--- src/rtl/tt_pkg.sv ---
// Shared types and defaults for the truth-table sweeper.
// Imported by the sweeper top and its settle timer.
package tt_pkg;

  typedef enum logic [1:0] {
    IDLE,
    DRIVE,
    SAMPLE,
    DONE
  } state_t;

  localparam int N_IN_DEF   = 3;
  localparam int SETTLE_DEF = 1;

endpackage

--- src/rtl/settle_timer.sv ---
// Counts enabled cycles and pulses expire on the SETTLE-th one.
// Cleared between vectors so a single instance serves the whole sweep.
module settle_timer
  import tt_pkg::*;
#(
  parameter int SETTLE = SETTLE_DEF
) (
  input  logic clk,
  input  logic reset,
  input  logic clear,
  input  logic en,
  output logic expire
);

  localparam int CW = $clog2(SETTLE + 1);

  logic [CW-1:0] cnt;

  assign expire = en && (cnt == CW'(SETTLE - 1));

  always_ff @(posedge clk) begin
    if (reset || clear) begin
      cnt <= '0;
    end else if (en) begin
      cnt <= expire ? '0 : cnt + 1'b1;
    end
  end

endmodule

--- src/rtl/truth_table_sweeper.sv ---
// Walks every input combination of a single-output FUT, captures
// its truth table and compares it against a latched expectation.
module truth_table_sweeper
  import tt_pkg::*;
#(
  parameter int N_IN   = N_IN_DEF,
  parameter int SETTLE = SETTLE_DEF,
  localparam int V     = 1 << N_IN
) (
  input  logic            clk,
  input  logic            reset,
  input  logic            start,
  input  logic [V-1:0]    expected,
  input  logic            dut_out,
  output logic [N_IN-1:0] dut_in,
  output logic            busy,
  output logic            done,
  output logic [V-1:0]    minterms,
  output logic [N_IN:0]   ones_count,
  output logic            match,
  output logic [N_IN-1:0] first_fail
);

  state_t state;
  state_t nxt;

  logic [N_IN:0]   index;
  logic [V-1:0]    exp_q;
  logic [V-1:0]    min_nxt;
  logic [V-1:0]    diff;
  logic [N_IN-1:0] ff_nxt;
  logic            last;
  logic            tmr_clr;
  logic            tmr_en;
  logic            expire;

  settle_timer #(
    .SETTLE(SETTLE)
  ) u_timer (
    .clk   (clk),
    .reset (reset),
    .clear (tmr_clr),
    .en    (tmr_en),
    .expire(expire)
  );

  assign last   = (index == (N_IN + 1)'(V - 1));
  assign dut_in = index[N_IN-1:0];
  assign busy   = (state == DRIVE) || (state == SAMPLE);
  assign done   = (state == DONE);

  always_comb begin
    nxt     = state;
    tmr_clr = 1'b0;
    tmr_en  = 1'b0;
    unique case (state)
      IDLE: begin
        if (start) begin
          nxt     = DRIVE;
          tmr_clr = 1'b1;
        end
      end
      DRIVE: begin
        tmr_en = 1'b1;
        if (expire) nxt = SAMPLE;
      end
      SAMPLE: begin
        tmr_clr = 1'b1;
        nxt     = last ? DONE : DRIVE;
      end
      DONE: nxt = IDLE;
      default: nxt = IDLE;
    endcase
  end

  // Compare on the table including the bit being captured now,
  // so match/first_fail are already valid in the DONE cycle.
  always_comb begin
    min_nxt = minterms;
    min_nxt[index[N_IN-1:0]] = dut_out;
    diff   = min_nxt ^ exp_q;
    ff_nxt = '0;
    for (int i = V - 1; i >= 0; i--) begin
      if (diff[i]) ff_nxt = N_IN'(i);
    end
  end

  always_ff @(posedge clk) begin
    if (reset) begin
      state      <= IDLE;
      index      <= '0;
      exp_q      <= '0;
      minterms   <= '0;
      ones_count <= '0;
      match      <= 1'b0;
      first_fail <= '0;
    end else begin
      state <= nxt;
      unique case (state)
        IDLE: begin
          if (start) begin
            exp_q      <= expected;
            minterms   <= '0;
            ones_count <= '0;
            index      <= '0;
          end
        end
        SAMPLE: begin
          minterms   <= min_nxt;
          ones_count <= ones_count + (N_IN + 1)'(dut_out);
          if (last) begin
            match      <= (min_nxt == exp_q);
            first_fail <= ff_nxt;
          end else begin
            index <= index + 1'b1;
          end
        end
        default: ;
      endcase
    end
  end

endmodule

--- config.mk ---
export PLATFORM = sky130hd
export DESIGN_NAME = truth_table_sweeper
export DESIGN_NICKNAME = d
export VERILOG_FILES = /design/src/rtl/tt_pkg.sv /design/src/rtl/settle_timer.sv /design/src/rtl/truth_table_sweeper.sv
export SDC_FILE = /design/constraint.sdc
export NUM_CORES = 1
export LEC_CHECK = 0
export CAP_MARGIN = 0
export CELL_PAD_IN_SITES_DETAIL_PLACEMENT = 1
export CELL_PAD_IN_SITES_GLOBAL_PLACEMENT = 1
export CORE_MARGIN = 2
export CORE_UTILIZATION = 41
export CTS_CLUSTER_SIZE = 20
export DETAILED_ROUTE_END_ITERATION = 10
export HOLD_SLACK_MARGIN = 0.15
export MAX_ROUTING_LAYER = met4
export PLACE_DENSITY = 0.95
export SYNTH_ARGS = -nofsm -noshare
export SYNTH_HDL_FRONTEND = slang
export SYNTH_SLANG_ARGS = --single-unit
--- constraint.sdc ---
create_clock -name clk -period 3.45 [get_ports clk]
set_input_delay 0.69 -clock clk [delete_from_list [all_inputs] [get_ports clk]]
set_output_delay 0.69 -clock clk [all_outputs]
set_load 0.005 [all_outputs]
==> results of run 1 <==
how the worst max path moves through the flow:
| stage | from | to | cells after the start |
|---|---|---|---|
| 3_3_place_gp | start | index[3]$_SDFFE_PP0P_ | 7 |
| 6_report | index[1]$_SDFFE_PP0P_ | dut_in[1] | 1 |
| 4_1_cts | index[1]$_SDFFE_PP0P_ | dut_in[1] | 1 |
| 5_1_grt | index[1]$_SDFFE_PP0P_ | dut_in[1] | 1 |
| 3_5_place_dp | start | index[3]$_SDFFE_PP0P_ | 7 |
| 2_1_floorplan | dut_out | first_fail[2]$_SDFFE_PP0P_ | 6 |
report_power, final:
| part | total [uW] | switching (uW) | leakage [uW] | internal [uW] |
|---|---|---|---|---|
| Sequential | 390 | 17.8 | 0.000251 | 372 |
| Combinational | 172 | 101 | 0.000500 | 71.6 |
| Clock | 293 | 153 | 0.0000402 | 140 |
| Total | 855 | 271 | 0.000791 | 584 |
Yosys cell counts (4+ instances only):
cell type	count	area, um^2
a21oi_1	15	75.1
a22oi_1	9	67.6
clkbuf_1	4	15.0
dfxtp_1	31	621
ha_1	7	87.6
mux2i_1	7	70.1
nand2_1	29	109
nor2_1	24	90.1
o21ai_0	9	45.0
o21ai_1	4	20.0
xnor2_1	6	52.6
xor2_1	5	43.8
per-stage QoR:
step / setup WS [ns] / cells / power (uW)
2_1_floorplan: 1.78 / 198 / 509
3_3_place_gp: 1.02 / 269 / 557
3_5_place_dp: 0.961 / 269 / 568
4_1_cts: 1.12 / 277 / 860
5_1_grt: 1.03 / 277 / 899
6_report: 1.12 / 277 / 855
metal layers:
metal  GRT usage, %  vias up
met3           5.43        4
li1               -      742
met1           24.9      690
met5              -        -
met4           7.50        0
met2           35.6       26
state kept, by name (all words and copies together) (netlist names):
signal / flops
exp_q: 8
minterms: 8
index: 4
ones_count: 4
first_fail: 3
state: 2
match: 1
u_timer.cnt: 1
logic make-up after synthesis:
| group | count (synthesis) | synth area share [%] |
|---|---|---|
| AO/OA/AOI/OAI | 45 | 15.9 |
| AND/OR/NAND/NOR | 80 | 25.6 |
| multiplexers | 8 | 5.46 |
| XOR/XNOR | 11 | 5.68 |
| flip-flops | 31 | 36.6 |
| buffers and inverters | 16 | 5.68 |
| adder cells (fa/ha/maj) | 7 | 5.16 |
final cells by class:
cell class / count / share of cell area [%]
Clock inverter: 3 / 0.954
Timing Repair Buffer: 34 / 16.0
Multi-Input combinational cell: 151 / 46.7
Tap cell: 50 / 2.98
Inverter: 3 / 0.537
Sequential cell: 31 / 29.6
Clock buffer: 5 / 3.28
==> results.md, run 1 <==
- Status: finished clean
- End of the worst register-to-register path: first_fail[0]$_SDFFE_PP0P_
- CP max stage cell: dfxtp_1
- Fin. Hold Viols: 0
- RSZ-0062 raised after global routing: no
- Top Ports: 33
- Share of cells above drive strength 1: between 8 and 9%
- Final period util: 67.6%
- First-pass GRT wire length: a little under 7000 um
- Dpl hpwl: roughly 3200 um
- Max Cap Viol: 0
- Post-Route WL: approximately 4400 um
- Clock-pin slew on the worst setup and hold paths: about 0.080 ns
- Filler cells: 484
- First drt pass iteration count: 4
- Chip width: approximately 70 um
- Post-synth EDFFs: 0
- Initial DRC Count: 88
- Seq/Total Area, Yosys: a little over a third
- Gp weighted congestion: 0.855
- Core ar.: approximately 4000 um^2
- Grt total ovfl: 0
- #FFs+latches synth: 31
- Global-route total usage across every layer: 21.3%
- Vias per inst: 5.28
- CP max stage delay: between 0.7 and 0.8 ns
- ANT cells: 0
- Setup-failing EPs final: 0
- DP Area: roughly 2000 um^2
- Commonest cells after routing, fill and taps aside: clkdlybuf4s50_1 (32), dfxtp_1 (31), nand2_1 (29)
- Initial Util: roughly 42%
- Synthesized area: around 1700 um^2
- Routed WL per cell: about 16 um
- Power per Cell Area: 408 nW/um^2
- Setup CP Type: flip-flop to output pin
- Cts repair resizes: 0
- Clk_lat worst skew: about 0.29 ns
- R2R Setup Slk: about 1.3 ns
- Top sig layer: met4
- Avg Cell Area, Syn: approximately 8.6 um^2
- Worst r2r src: index[1]$_SDFFE_PP0P_
- Mapped Nets: between 200 and 250
- PortBufs: 32
- WP data required: between 2 and 3 ns
- Number of buffers and inverters on the critical path: 1
- Commonest non-fill, non-tap cell in the layout: clkdlybuf4s50_1
- Mapped Cells: 198
- WHS Path Cells: 2
- ANT nets after route: 0
- CP Max Fanout: 13
- CTS HTree Levels: 2
- Critical Path Sink Type: output pin
- CTS tree: done
- TNS Setup: 0 ns
- Syn-to-layout area delta: 23.7%
- Routed wl met2: about 2200 um
- Yosys warnings: 0
- Critical path launch point type: flip-flop
- Die Height: around 70 um
- FF+latch area: approximately 620 um^2
- CP delay by family, top: flip-flops
- Fin util: a little over half
- Vias: between 1k and 1.5k
- Cells along the critical path: clkdlybuf4s50_1
- Fraction of registers with async set/reset: 0%
- Metal-1 WL: approximately 2000 um
- Footprint of the multi-input gates: between 900 and 1000 um^2
- Routed wl met3: ~150 um
- LEAKAGE: ~0.00079 uW
- Worst slew pin tran: between 0.9 and 1 ns
- WP data arrival: 1.64 ns
- Max Buffers Root-to-Sink: 2
- Count of cell types in the netlist: 43
- Relative slew slack: between 30 and 40%
- Pin count of the biggest net entering global routing: 24
- Worst hold start: match$_SDFFE_PP0P_
- CTS sink count: 31
- Root Buffer: clkbuf_8
- Initial antenna violation count: 0
- Vias in the first global route: between 1k and 1.5k
- Achievable frequency: ~430 MHz
- Final Instance Area: approximately 2100 um^2
- Fin Hold WS: 0.451 ns
- Cts bufs inserted: 5
- Layout Nets: about 250
- CTS Hold Bufs: 0
- Setup Buffers After CTS: 0
- Worst Skew: just under 0.01 ns
- Primary FF master, synth: dfxtp_1
- HP Class: flip-flop to flip-flop
- Max IR drop VDD: approximately 270 uV
- Worst r2r path cells: 5
- Num rows: 23
- Die area: 4670 um^2
- Max-slew violation count: 0
- Drc violations: 0
- Hold EP: match$_SDFFE_PP0P_
- Tmin final: roughly 2.3 ns
Note: power is estimated with default switching activity, not from simulation.
==> inputs of run 2 (changes only) <==
CORE_UTILIZATION = 38   (was 41)
PLACE_DENSITY = 0.91   (was 0.95)
clock period = 2.25 ns   (was 3.45 ns; I/O delays follow)
==> run 2 against run 1 <==
Against the previous run: clock power increased by 100%; clock-buffer cell count up 1; via count up 4.5%; critical path depth rose by 1; hold slack improved by 0.011 ns; flip-flop and latch count unchanged; non-clock buffer count increased by 7; first-iteration DRC count shrank 15%; clock skew up 0.0019 ns; sequential share of layout area decreased by 1.1 points; largest power group unchanged.
==> results.md, run 2 (synthesis gave the netlist of run 1 again) <==
- Chip width: 70.8 um (was 68.3 um)
- Max Cap Viol: 0 (unchanged)
- Worst Skew: 0.0117 ns (was 0.00976 ns)
- Status: finished clean (unchanged)
- Fin. Hold Viols: 0 (unchanged)
- Initial Util: 39.2% (was 42.4%)
- RSZ-0062 raised after global routing: no (unchanged)
- Pin count of the biggest net entering global routing: 24 (unchanged)
- Global-route total usage across every layer: 20.2% (was 21.3%)
- Vias per inst: 5.34 (was 5.28)
- Layout Nets: 252 (was 245)
- ANT nets after route: 0 (unchanged)
- Achievable frequency: slightly below 500 MHz
- TNS Setup: 0 ns (unchanged)
- Commonest cells after routing, fill and taps aside: clkdlybuf4s50_1 (32), dfxtp_1 (30), nand2_1 (29) (was clkdlybuf4s50_1 (32), dfxtp_1 (31), nand2_1 (29))
- CTS sink count: 31 (unchanged)
- PnR worst setup slack: 0.178 ns (was 1.12 ns)
- ANT cells: 0 (unchanged)
- CP max stage delay: 0.62 ns (was 0.74 ns)
- Grt total ovfl: 0 (unchanged)
- Worst slew pin tran: 0.484 ns (was 0.905 ns)
- Commonest non-fill, non-tap cell in the layout: clkdlybuf4s50_1 (unchanged)
- Relative slew slack: 67.7% (was 39.4%)
- Root Buffer: clkbuf_8 (unchanged)
- Num rows: 24 (was 23)
- Max Buffers Root-to-Sink: 2 (unchanged)
- Clock-pin slew on the worst setup and hold paths: 0.08 ns (about the same)
- CTS tree: done (unchanged)
- FF+latch area: 622 um^2 (was 621 um^2)
- Drc violations: 0 (unchanged)
- Clk_lat worst skew: 0.29 ns (about the same)
- Max IR drop VDD: 390 uV (was 270 uV)
- First drt pass iteration count: 4 (unchanged)
- Dpl ws: 0.0353 ns (was 0.961 ns)
- Top Ports: 33 (unchanged)
- First-pass GRT wire length: 7730 um (was 6960 um)
- Initial DRC Count: 75 (was 88)
- Tmin final: slightly above 2 ns
- Routed WL per cell: 15.9 um (was 15.7 um)
- CTS Hold Bufs: 0 (unchanged)
- LEAKAGE: 0.000845 uW (was 0.000791 uW)
- CTS HTree Levels: 2 (unchanged)
- Initial antenna violation count: 0 (unchanged)
- CP Max Fanout: 11 (was 13)
- Setup-failing EPs final: 0 (unchanged)
- Critical Path Sink Type: output pin (unchanged)
- WP data required: 1.80 ns (was 2.76 ns)
- Final period util: between 90% and 100%
- Die area: 5020 um^2 (was 4670 um^2)
- Die Height: 70.8 um (was 68.3 um)
- CP max stage cell: dfxtp_1 (unchanged)
- CP delay by family, top: buffers and inverters (was flip-flops)
- Core ar.: 4320 um^2 (was 4000 um^2)
- Syn-to-layout area delta: 28.7% (was 23.7%)
- Share of cells above drive strength 1: 11.5% (was 8.37%)
- Critical path launch point type: flip-flop (unchanged)
- HP Class: flip-flop to flip-flop (unchanged)
- Filler cells: 523 (was 484)
- Post-Route WL: 4540 um (was 4360 um)
- Vias: 1528 (was 1462)
- PortBufs: 32 (unchanged)
- Setup CP Type: flip-flop to output pin (unchanged)
- Power per Cell Area: 668 nW/um^2 (was 408 nW/um^2)
- Vias in the first global route: 1549 (was 1444)
- WP data arrival: 1.62 ns (was 1.64 ns)
- Max-slew violation count: 0 (unchanged)
- Footprint of the multi-input gates: 980 um^2 (unchanged)
- Gp weighted congestion: 0.875 (was 0.855)
- Cells along the critical path: buf_4, clkdlybuf4s50_1 (was clkdlybuf4s50_1)
- Top flop regs: exp_q: 8 flops, minterms: 8 flops (unchanged)
- Dpl hpwl: 3160 um (was 3200 um)
- Cts bufs inserted: 5 (unchanged)
- Number of buffers and inverters on the critical path: 2 (was 1)
run 2: changes by cell type in the layout (fill, tap and decap cells not counted):
cell        previous run  this run
buf_4                  2         9
bufinv_16              0         1
clkbuf_8               5         6
clkinvlp_4             2         0
dfxtp_1               31        30
dfxtp_2                0         1
run 2: what timing repair did:
item                       4_1_cts  5_1_grt
gates resized for setup          0        1
setup endpoints to repair        0        2
setup buffers                    0        1
run 2: path summary, 6_finish.rpt:
| kind | from | to | slack, ns | cells past startpoint |
|---|---|---|---|---|
| worst max register to register | index[1]$_SDFFE_PP0P_ | first_fail[1]$_SDFFE_PP0P_ | 0.21 | 6 |
| worst min-delay path | match$_SDFFE_PP0P_ | match$_SDFFE_PP0P_ | 0.46 | 2 |
| worst min register to register | match$_SDFFE_PP0P_ | match$_SDFFE_PP0P_ | 0.46 | 2 |
| worst max-delay path | index[1]$_SDFFE_PP0P_ | dut_in[1] | 0.18 | 2 |
run 2: power by group:
group | total [uW] | switching, uW | internal [uW]
clock network | 585 | 227 | 358
registers | 597 | 26.0 | 571
logic | 277 | 159 | 118
run 2: final cells by class:
class,count,share of cell area (%)
Timing Repair Buffer,41,17.8
Clock buffer,6,3.78
Inverter,3,0.516
Sequential cell,31,28.5
Multi-Input combinational cell,151,44.9
Clock inverter,2,1.60
Tap cell,52,2.98
run 2: routing by layer:
metal | part of all wire, % | GRT usage, %
met3 | 3.6 | 5.13
met5 | 0 | -
met2 | 49 | 31.5
met4 | 1.7 | 7.76
met1 | 46 | 25.2
run 2: through the flow:
| stage | hold slack (ns) | cell area [um^2] | cells | util [%] | total power [uW] |
|---|---|---|---|---|---|
| 5_1_grt | 0.489 | 2180 | 286 | 50.5 | 1530 |
| 3_3_place_gp | 0.444 | 2060 | 277 | 47.6 | 863 |
| 3_5_place_dp | 0.454 | 2060 | 277 | 47.6 | 876 |
| 6_report | 0.462 | 2180 | 286 | 50.5 | 1460 |
| 2_1_floorplan | 0.440 | 1700 | 198 | - | 780 |
| 4_1_cts | 0.467 | 2170 | 285 | 50.3 | 1460 |
run 2: worst min-delay path: stages, from the launching register on:
cell     delay [ns]
dfxtp_1        0.32
nand2_1        0.05
o21ai_1        0.05
